File: config.mk
export PLATFORM = sky130hd
export DESIGN_NAME = babbage_top
export DESIGN_NICKNAME = d
export VERILOG_FILES = /design/src/rtl/babbage_pkg.sv /design/src/rtl/babbage_diff_init.sv /design/src/rtl/babbage_top.sv
export SDC_FILE = /design/constraint.sdc
export NUM_CORES = 1
export LEC_CHECK = 0
export ABC_CLOCK_PERIOD_IN_PS = 4400
export BUFFER_PORTS_ARGS = -buffer_cell sky130_fd_sc_hd__buf_2
export CAP_MARGIN = 20
export CELL_PAD_IN_SITES_DETAIL_PLACEMENT = 0
export CELL_PAD_IN_SITES_GLOBAL_PLACEMENT = 1
export CORE_ASPECT_RATIO = 0.8
export CORE_MARGIN = 2
export CORE_UTILIZATION = 40
export CTS_CLUSTER_SIZE = 8
export DETAILED_ROUTE_END_ITERATION = 8
export PLACE_DENSITY_LB_ADDON = 0.1
export SLEW_MARGIN = 20
export SYNTH_ARGS = -nofsm -noshare
export SYNTH_HDL_FRONTEND = slang
export SYNTH_SLANG_ARGS = --single-unit
File: constraint.sdc
create_clock -name clk -period 4.4 [get_ports clk]
set_input_delay 0.66 -clock clk [delete_from_list [all_inputs] [get_ports clk]]
set_output_delay 0.66 -clock clk [all_outputs]
set_load 0.05 [all_outputs]
File: src/rtl/babbage_pkg.sv
// Shared types and helpers for the Babbage difference engine.
package babbage_pkg;

  localparam int unsigned DefaultDataW = 32;
  localparam int unsigned DefaultNW    = 7;

  typedef enum logic [1:0] {
    StIdle,
    StInit,
    StOp,
    StDone
  } state_e;

  // Treat bit (w-1) of v as the sign bit and extend it across the full word.
  function automatic logic [DefaultDataW-1:0] sext(input logic [DefaultDataW-1:0] v,
                                                   input int unsigned w);
    logic signed [DefaultDataW-1:0] t;
    t = signed'(v << (DefaultDataW - w));
    return t >>> (DefaultDataW - w);
  endfunction

endpackage

File: src/rtl/babbage_diff_init.sv
// Combinational forward differences of the quintic at n=0, built from shifts and adds.
module babbage_diff_init
  import babbage_pkg::*;
#(
  parameter int unsigned DATA_W = DefaultDataW,
  parameter int unsigned A_W    = 2,
  parameter int unsigned B_W    = 3,
  parameter int unsigned C_W    = 4,
  parameter int unsigned D_W    = 4,
  parameter int unsigned F_W    = 6,
  parameter int unsigned G_W    = 10
) (
  input  logic signed [A_W-1:0]    a_i,
  input  logic signed [B_W-1:0]    b_i,
  input  logic signed [C_W-1:0]    c_i,
  input  logic signed [D_W-1:0]    d_i,
  input  logic signed [F_W-1:0]    f_i,
  input  logic signed [G_W-1:0]    g_i,
  output logic        [DATA_W-1:0] u0_o,
  output logic        [DATA_W-1:0] d1_o,
  output logic        [DATA_W-1:0] d2_o,
  output logic        [DATA_W-1:0] d3_o,
  output logic        [DATA_W-1:0] d4_o,
  output logic        [DATA_W-1:0] d5_o
);

  logic [DATA_W-1:0] ea, eb, ec, ed, ef, eg;

  assign ea = DATA_W'(signed'(sext(DefaultDataW'($unsigned(a_i)), A_W)));
  assign eb = DATA_W'(signed'(sext(DefaultDataW'($unsigned(b_i)), B_W)));
  assign ec = DATA_W'(signed'(sext(DefaultDataW'($unsigned(c_i)), C_W)));
  assign ed = DATA_W'(signed'(sext(DefaultDataW'($unsigned(d_i)), D_W)));
  assign ef = DATA_W'(signed'(sext(DefaultDataW'($unsigned(f_i)), F_W)));
  assign eg = DATA_W'(signed'(sext(DefaultDataW'($unsigned(g_i)), G_W)));

  assign u0_o = eg;
  assign d1_o = ea + eb + ec + ed + ef;
  // 30a + 14b + 6c + 2d
  assign d2_o = ((ea << 5) - (ea << 1)) + ((eb << 4) - (eb << 1))
              + ((ec << 2) + (ec << 1)) + (ed << 1);
  // 150a + 36b + 6c
  assign d3_o = ((ea << 7) + (ea << 4) + (ea << 2) + (ea << 1))
              + ((eb << 5) + (eb << 2)) + ((ec << 2) + (ec << 1));
  // 240a + 24b
  assign d4_o = ((ea << 8) - (ea << 4)) + ((eb << 4) + (eb << 3));
  // 120a
  assign d5_o = (ea << 7) - (ea << 3);

endmodule

File: src/rtl/babbage_top.sv
// Babbage difference engine: evaluates a quintic at n by repeated addition of forward differences.
module babbage_top
  import babbage_pkg::*;
#(
  parameter int unsigned DATA_W = DefaultDataW,
  parameter int unsigned N_W    = DefaultNW,
  parameter int unsigned A_W    = 2,
  parameter int unsigned B_W    = 3,
  parameter int unsigned C_W    = 4,
  parameter int unsigned D_W    = 4,
  parameter int unsigned F_W    = 6,
  parameter int unsigned G_W    = 10
) (
  input  logic                     reset,
  input  logic                     clk,
  input  logic                     start,
  input  logic signed [A_W-1:0]    a,
  input  logic signed [B_W-1:0]    b,
  input  logic signed [C_W-1:0]    c,
  input  logic signed [D_W-1:0]    d,
  input  logic signed [F_W-1:0]    f,
  input  logic signed [G_W-1:0]    g,
  input  logic        [N_W-1:0]    n,
  output logic                     ready,
  output logic signed [DATA_W-1:0] babbage_out,
  output logic                     done_tick
);

  state_e            state_q, state_d;
  logic [N_W-1:0]    k_q, k_d;
  logic [DATA_W-1:0] u_q, u_d, d1_q, d1_d, d2_q, d2_d, d3_q, d3_d, d4_q, d4_d, d5_q, d5_d;
  logic [DATA_W-1:0] init_u, init_d1, init_d2, init_d3, init_d4, init_d5;

  babbage_diff_init #(
    .DATA_W(DATA_W),
    .A_W   (A_W),
    .B_W   (B_W),
    .C_W   (C_W),
    .D_W   (D_W),
    .F_W   (F_W),
    .G_W   (G_W)
  ) u_diff_init (
    .a_i (a),
    .b_i (b),
    .c_i (c),
    .d_i (d),
    .f_i (f),
    .g_i (g),
    .u0_o(init_u),
    .d1_o(init_d1),
    .d2_o(init_d2),
    .d3_o(init_d3),
    .d4_o(init_d4),
    .d5_o(init_d5)
  );

  always_comb begin
    state_d = state_q;
    k_d     = k_q;
    u_d     = u_q;
    d1_d    = d1_q;
    d2_d    = d2_q;
    d3_d    = d3_q;
    d4_d    = d4_q;
    d5_d    = d5_q;
    unique case (state_q)
      StIdle: begin
        // Differences are captured with start so the coefficients need not be held.
        if (start) begin
          state_d = StInit;
          k_d     = n;
          u_d     = init_u;
          d1_d    = init_d1;
          d2_d    = init_d2;
          d3_d    = init_d3;
          d4_d    = init_d4;
          d5_d    = init_d5;
        end
      end
      StInit: state_d = StOp;
      StOp: begin
        if (k_q == '0) begin
          state_d = StDone;
        end else begin
          u_d  = u_q + d1_q;
          d1_d = d1_q + d2_q;
          d2_d = d2_q + d3_q;
          d3_d = d3_q + d4_q;
          d4_d = d4_q + d5_q;
          k_d  = k_q - N_W'(1);
        end
      end
      StDone:  state_d = StIdle;
      default: state_d = StIdle;
    endcase
  end

  always_ff @(posedge clk or negedge reset) begin
    if (!reset) begin
      state_q <= StIdle;
      k_q     <= '0;
      u_q     <= '0;
      d1_q    <= '0;
      d2_q    <= '0;
      d3_q    <= '0;
      d4_q    <= '0;
      d5_q    <= '0;
    end else begin
      state_q <= state_d;
      k_q     <= k_d;
      u_q     <= u_d;
      d1_q    <= d1_d;
      d2_q    <= d2_d;
      d3_q    <= d3_d;
      d4_q    <= d4_d;
      d5_q    <= d5_d;
    end
  end

  assign ready       = (state_q == StIdle);
  assign done_tick   = (state_q == StDone);
  assign babbage_out = signed'(u_q);

endmodule

---- Yosys cells after proc, flatten, opt, wreduce, memory -nomap -nowiden ----
Cells that the tools add are included.
word-level totals
  bits in registers ....................... 201
  input bits .............................. 39
  output and inout port bits .............. 34
  logic and storage cells ................. 67
operators by class
  add/subtract/negate cells ............... 26
  eq/ne operators ......................... 6
  mux-type cells .......................... 21
  reductions and logical operators ........ 6
operators with widths
  cell                   count
  $add A32 B32 Y32       13
  $mux W32               10
  $pmux W32 S2           5
  $mux W7                2
  $pmux W7 S2            1
  $add A11 B3 Y12        1
  $add A10 B4 Y11        1
  $sub A10 B6 Y11        1
  $add A9 B6 Y10         1
  $sub A9 B5 Y10         1
  $add A8 B5 Y9          1
  $add A7 B6 Y8          1
  $pmux W2 S4            1
  $sub A7 B3 Y8          1
  $sub A7 B4 Y8          1
  $add A6 B5 Y7          1
  $logic_not A7 Y1       1
  $sub A7 B1 Y7 const B  1
  $ne A2 B2 Y1 const B   3
  $add A4 B4 Y5          1
  $add A2 B3 Y4          1
  $eq A2 B2 Y1 const B   2
  $mux W2                2
  $reduce_and A2 Y1      2
  4 further kinds        4

---- Longest topological paths before layout ----
  depth in word-level cells ............... 7
  gate-level depth with buffers ........... 21
  depth with buffers taken out ............ 21

---- Modules after synthesis ----
A second synthesis with hierarchy kept.
second synthesis, totals
  cells, all modules ...................... 2424
  area, all modules ....................... 20786.2 sq um
by module, submodules not included
  module             times used  cells an instance  area an instance (sq um)  seq. area each (sq um)
  babbage_top        1           1955               16671.0                   5029.8
  babbage_diff_init  1           469                4115.2                    0.0

---- Least setup slack after synthesis ----
Ideal clock, no wire load.
  kind .................................... in2reg
  from .................................... input a[1]
  to ...................................... register d1_q[23]
  setup time .............................. 0.083 ns
  arrival time ............................ 5.194 ns
  data required time ...................... 4.317 ns
  setup slack ............................. -0.877 ns
  stages .................................. 16
  path buffers ............................ 0
  cells stage by stage .................... fa_1 ha_1 a21o_1 a21oi_1 xnor2_1 inv_1 fa_1 inv_1 ha_1 a21oi_1 o21bai_1 fa_1 fa_1 nor2b_1 a21oi_1 o21ai_0
on the way
  word-level cells in the longest chain between the ends .. 6
ends and longest elaborated chain
  item                            line                     RTL
  from (decl)                     babbage_top.sv:17        input logic signed [A_W-1:0] a,
  $add A2 B3 Y4                   babbage_diff_init.sv:37  assign d1_o = ea + eb + ec + ed + ef;
  $add A4 B4 Y5                   babbage_diff_init.sv:37
  $add A32 B32 Y32 (2 in series)  babbage_diff_init.sv:37
  $mux W32                        babbage_top.sv:69        if (start) begin
  $pmux W32 S2                    babbage_top.sv:66        unique case (state_q)
  to (signal assigned)            babbage_top.sv:103       d1_q <= '0;
  to (signal assigned)            babbage_top.sv:112       d1_q <= d1_d;
  to (decl)                       babbage_top.sv:31        logic [DATA_W-1:0] u_q, u_d, d1_q, d1_d, d2_q, d2_d, d3_q, d3_d, d4_q, d4_d, d5_q, d5_d;
No other way between the ends. The select of a mux whose other input is x is not followed.
A chain may end at the register's enable or synchronous reset.

---- Worst setup path after layout ----
  from .................................... input c[1]
  to ...................................... register d1_q[24]
on the way
  word-level cells in the longest chain between the ends .. 5
ends and longest elaborated chain
  item                            line                     RTL
  from (decl)                     babbage_top.sv:19        input logic signed [C_W-1:0] c,
  $add A4 B4 Y5                   babbage_diff_init.sv:37
  $add A32 B32 Y32 (2 in series)  babbage_diff_init.sv:37
  $mux W32                        babbage_top.sv:69
  $pmux W32 S2                    babbage_top.sv:66
No other way between the ends. The select of a mux whose other input is x is not followed.

==> impl_metrics.json <==
{
  "die-area_mm2": 0.04651,
  "worstSkewPairLatency_ns": 0.47,
  "synthMuxAreaShare": 0.02102,
  "antenna_found_initial": 1,
  "rsz0062_at_grt": "yes",
  "grtUsageMet2": 0.3296,
  "synth_simple_gate_area_frac": 0.1427,
  "peakVddDrop_uv": 395.3,
  "syn2layout_area_growth_pct": 15.44,
  "synth_top_flop_cell": "dfrtp_1",
  "drt_iter0_markers": 1222,
  "ys_ff_latch": 172,
  "cp-end-kind": "flip-flop",
  "layout-drive-gt1-share": 0.1488,
  "hpwl_mm": 40.14,
  "postCtsHoldBufs": 0,
  "synth_top_family_by_area": "compound AO/OA/AOI/OAI gates",
  "setup_viol": 0,
  "grt_pass1_wl_mm": 84.24,
  "grt_max_degree": 172,
  "syn_nets": 2444,
  "worst_slew_pin_slew_ns": 0.9081,
  "place.gp.congestion": 0.8941,
  "fill_cells": 4351,
  "hp-class": "input pin to async pin",
  "finClkSkew_ns": 0.01133,
  "synthCells": 2121,
  "place_inst": 2835,
  "clkTransAtPathRegs_ns": 0.07,
  "max_clock_freq_mhz": 229.5,
  "report.final.slew_viol_count": 0,
  "route.detailed.drc": 0,
  "crit_fanout": 4,
  "slew_headroom": 0.3946,
  "synthAdderAreaFrac": 0.2318,
  "outcome": "completed",
  "critPathRequiredTime_ns": 4.80,
  "cap_viol_max_count": 0,
  "vias_per_cell": 5.395,
  "synth_top_area_frac": 0.2402,
  "nets": 2581,
  "synthXorXnorAreaFrac": 0.06599,
  "cts_max_path_buffers": 2,
  "die_h_um": 193.3,
  "p_per_area_mw_per_mm2": 646.9,
  "synth-compound-area-share": 0.2557,
  "multi_input_area_mm2": 0.01324,
  "grtUsageMet1": 0.3652,
  "dpl_cell_area_mm2": 0.01984,
  "fin_crit_ns": 4.357,
  "wl_mm": 52.53,
  "setup_slack_ns": 0.04271,
  "final_cells": 2874,
  "grt_usage": 0.2313,
  "fin_crit_sh": 0.9903,
  "synth.yosys.seq_area_share": 0.2402,
  "fin_area_mm2": 0.02068,
  "layout_commonest_cell": "a21oi_1",
  "vias": 15505,
  "grt_overflow": 0,
  "wl_per_cell_um": 18.28,
  "numCtsBuffers": 17,
  "io_pins": 73,
  "grt_use_met3": 0.03767,
  "place_ws_ns": -0.5885,
  "cp-start-kind": "input pin",
  "clock-sinks": 172,
  "die_w_um": 240.6,
  "final_cell_mix": "a21oi_1 (222), ha_1 (188), nand2_1 (181)",
  "p_leak_uw": 0.009854,
  "rows": 69,
  "cts-htree-levels": 4,
  "num_antenna_cells": 0,
  "seq_area_mm2": 0.004304,
  "avgSynthCellArea_um2": 8.448,
  "finalHoldViolCount": 0,
  "core_mm2": 0.04429,
  "drt_pre_antenna_iters": 7,
  "netlist_area_mm2": 0.01792,
  "synthArstFlopShare": 1.000,
  "yosysTopAreaCell": "dfrtp_1",
  "critPathKind": "input pin to flip-flop",
  "synth_cell_types": 86,
  "tritoncts": "built",
  "cp.arrival_ns": 4.76,
  "grt_pass1_vias": 14983,
  "synth.area.top_cells": "dfrtp_1 (24%), ha_1 (14%), fa_1 (8.9%), a21oi_1 (6.6%), o21ai_0 (5.3%)",
  "portBuffers": 72,
  "synth_edf_count": 0,
  "ant_nets": 0,
  "cts-root-buf": "clkbuf_16",
  "busiest_layer": "met1",
  "initial_core_util": 0.4046,
  "ys.warnings.count": 0
}
==> where the power goes <==
group          switching, uW  internal [uW]
clock                    726            779
combinational           5120           4200
sequential               477           2080
==> worst max-delay path: stages <==
cell	delay, ns
buf_6	0.10
fa_1	0.47
ha_2	0.21
fa_2	0.57
fa_1	0.44
ha_1	0.32
a21o_1	0.19
a21oi_2	0.16
nor2b_2	0.07
o21ai_2	0.19
nand2_2	0.09
buf_4	0.16
a21o_1	0.19
fa_1	0.37
o21ai_0	0.21
buf_4	0.19
a21oi_1	0.04
nor2_1	0.13
==> logic make-up (layout without fill, tap and decap cells) <==
group,after synthesis,in the layout
buf+inv,202,352
mux,37,37
compound gates,735,735
flops,172,172
simple gates,556,556
fa+ha+maj,284,284
xor+xnor,135,135
==> what timing repair did <==
action	CTS	global route
resized for setup	4	54
endpoints found under the setup margin	4	45
buffers inserted	1	6
pin swaps	4	27
==> area by class of cell <==
class / instances / share of cell area
inverters: 126 / 0.02317
well taps: 603 / 0.03648
repair buffers: 194 / 0.06533
clock inverters: 10 / 0.003206
multi-input cells: 1747 / 0.6403
flip-flops and latches: 172 / 0.2081
clock buffers: 22 / 0.02341
==> flip-flops by register name (all words and copies together), names as in the netlist <==
name         count
d5_q             6
d1_q            32
d2_q            32
babbage_out     32
d4_q            29
state_q          2
k_q              7
d3_q            32
==> per-stage QoR <==
stage / setup TNS (ns) / power [uW] / util / hold slack [ns]
2_1_floorplan: -1.455 / 9257 / - / 0.3644
3_3_place_gp: -19.06 / 11450 / 0.4481 / 0.4712
3_5_place_dp: -22.74 / 11560 / 0.4481 / 0.4798
4_1_cts: 0 / 13180 / 0.4611 / 0.2766
5_1_grt: -0.5441 / 14600 / 0.4670 / 0.3038
6_report: 0 / 13380 / 0.4670 / 0.2391
==> final timing paths <==
kind	from	end	slack, ns	cells after the start
min reg2reg	d3_q[2]	d3_q[2]	0.49	2
max in group asynchronous	reset	d1_q[30]	3.31	2
min in group clk	n[4]	k_q[4]	0.47	3
min	reset	babbage_out[24]	0.24	1
max	c[1]	d1_q[24]	0.04	18
max reg2reg	d4_q[3]	d4_q[31]	0.82	14
==> Yosys cell counts, types with 8 or more instances <==
cell type / instances
o22ai_1: 12
nand4_1: 14
xor2_1: 51
buf_1: 8
and3_1: 26
o21ai_1: 30
nor2b_1: 35
ha_1: 204
a31oi_1: 18
nand2b_1: 23
mux2i_1: 32
clkbuf_1: 65
xnor2_1: 84
fa_1: 80
nand3_1: 35
dfrtp_1: 172
nand2_1: 182
inv_1: 126
nor2_1: 170
a211oi_1: 14
a21oi_1: 237
o21ai_0: 189
nor3_1: 28
o21a_1: 18
o21bai_1: 25
a21o_1: 107
==> metal layers <==
metal,vias up,wire (um)
met5,-,0
met3,29,2266
li1,7801,-
met1,7403,27900
met4,0,560
met2,272,21800
No activity file was read; power rests on OpenSTA's default activity.
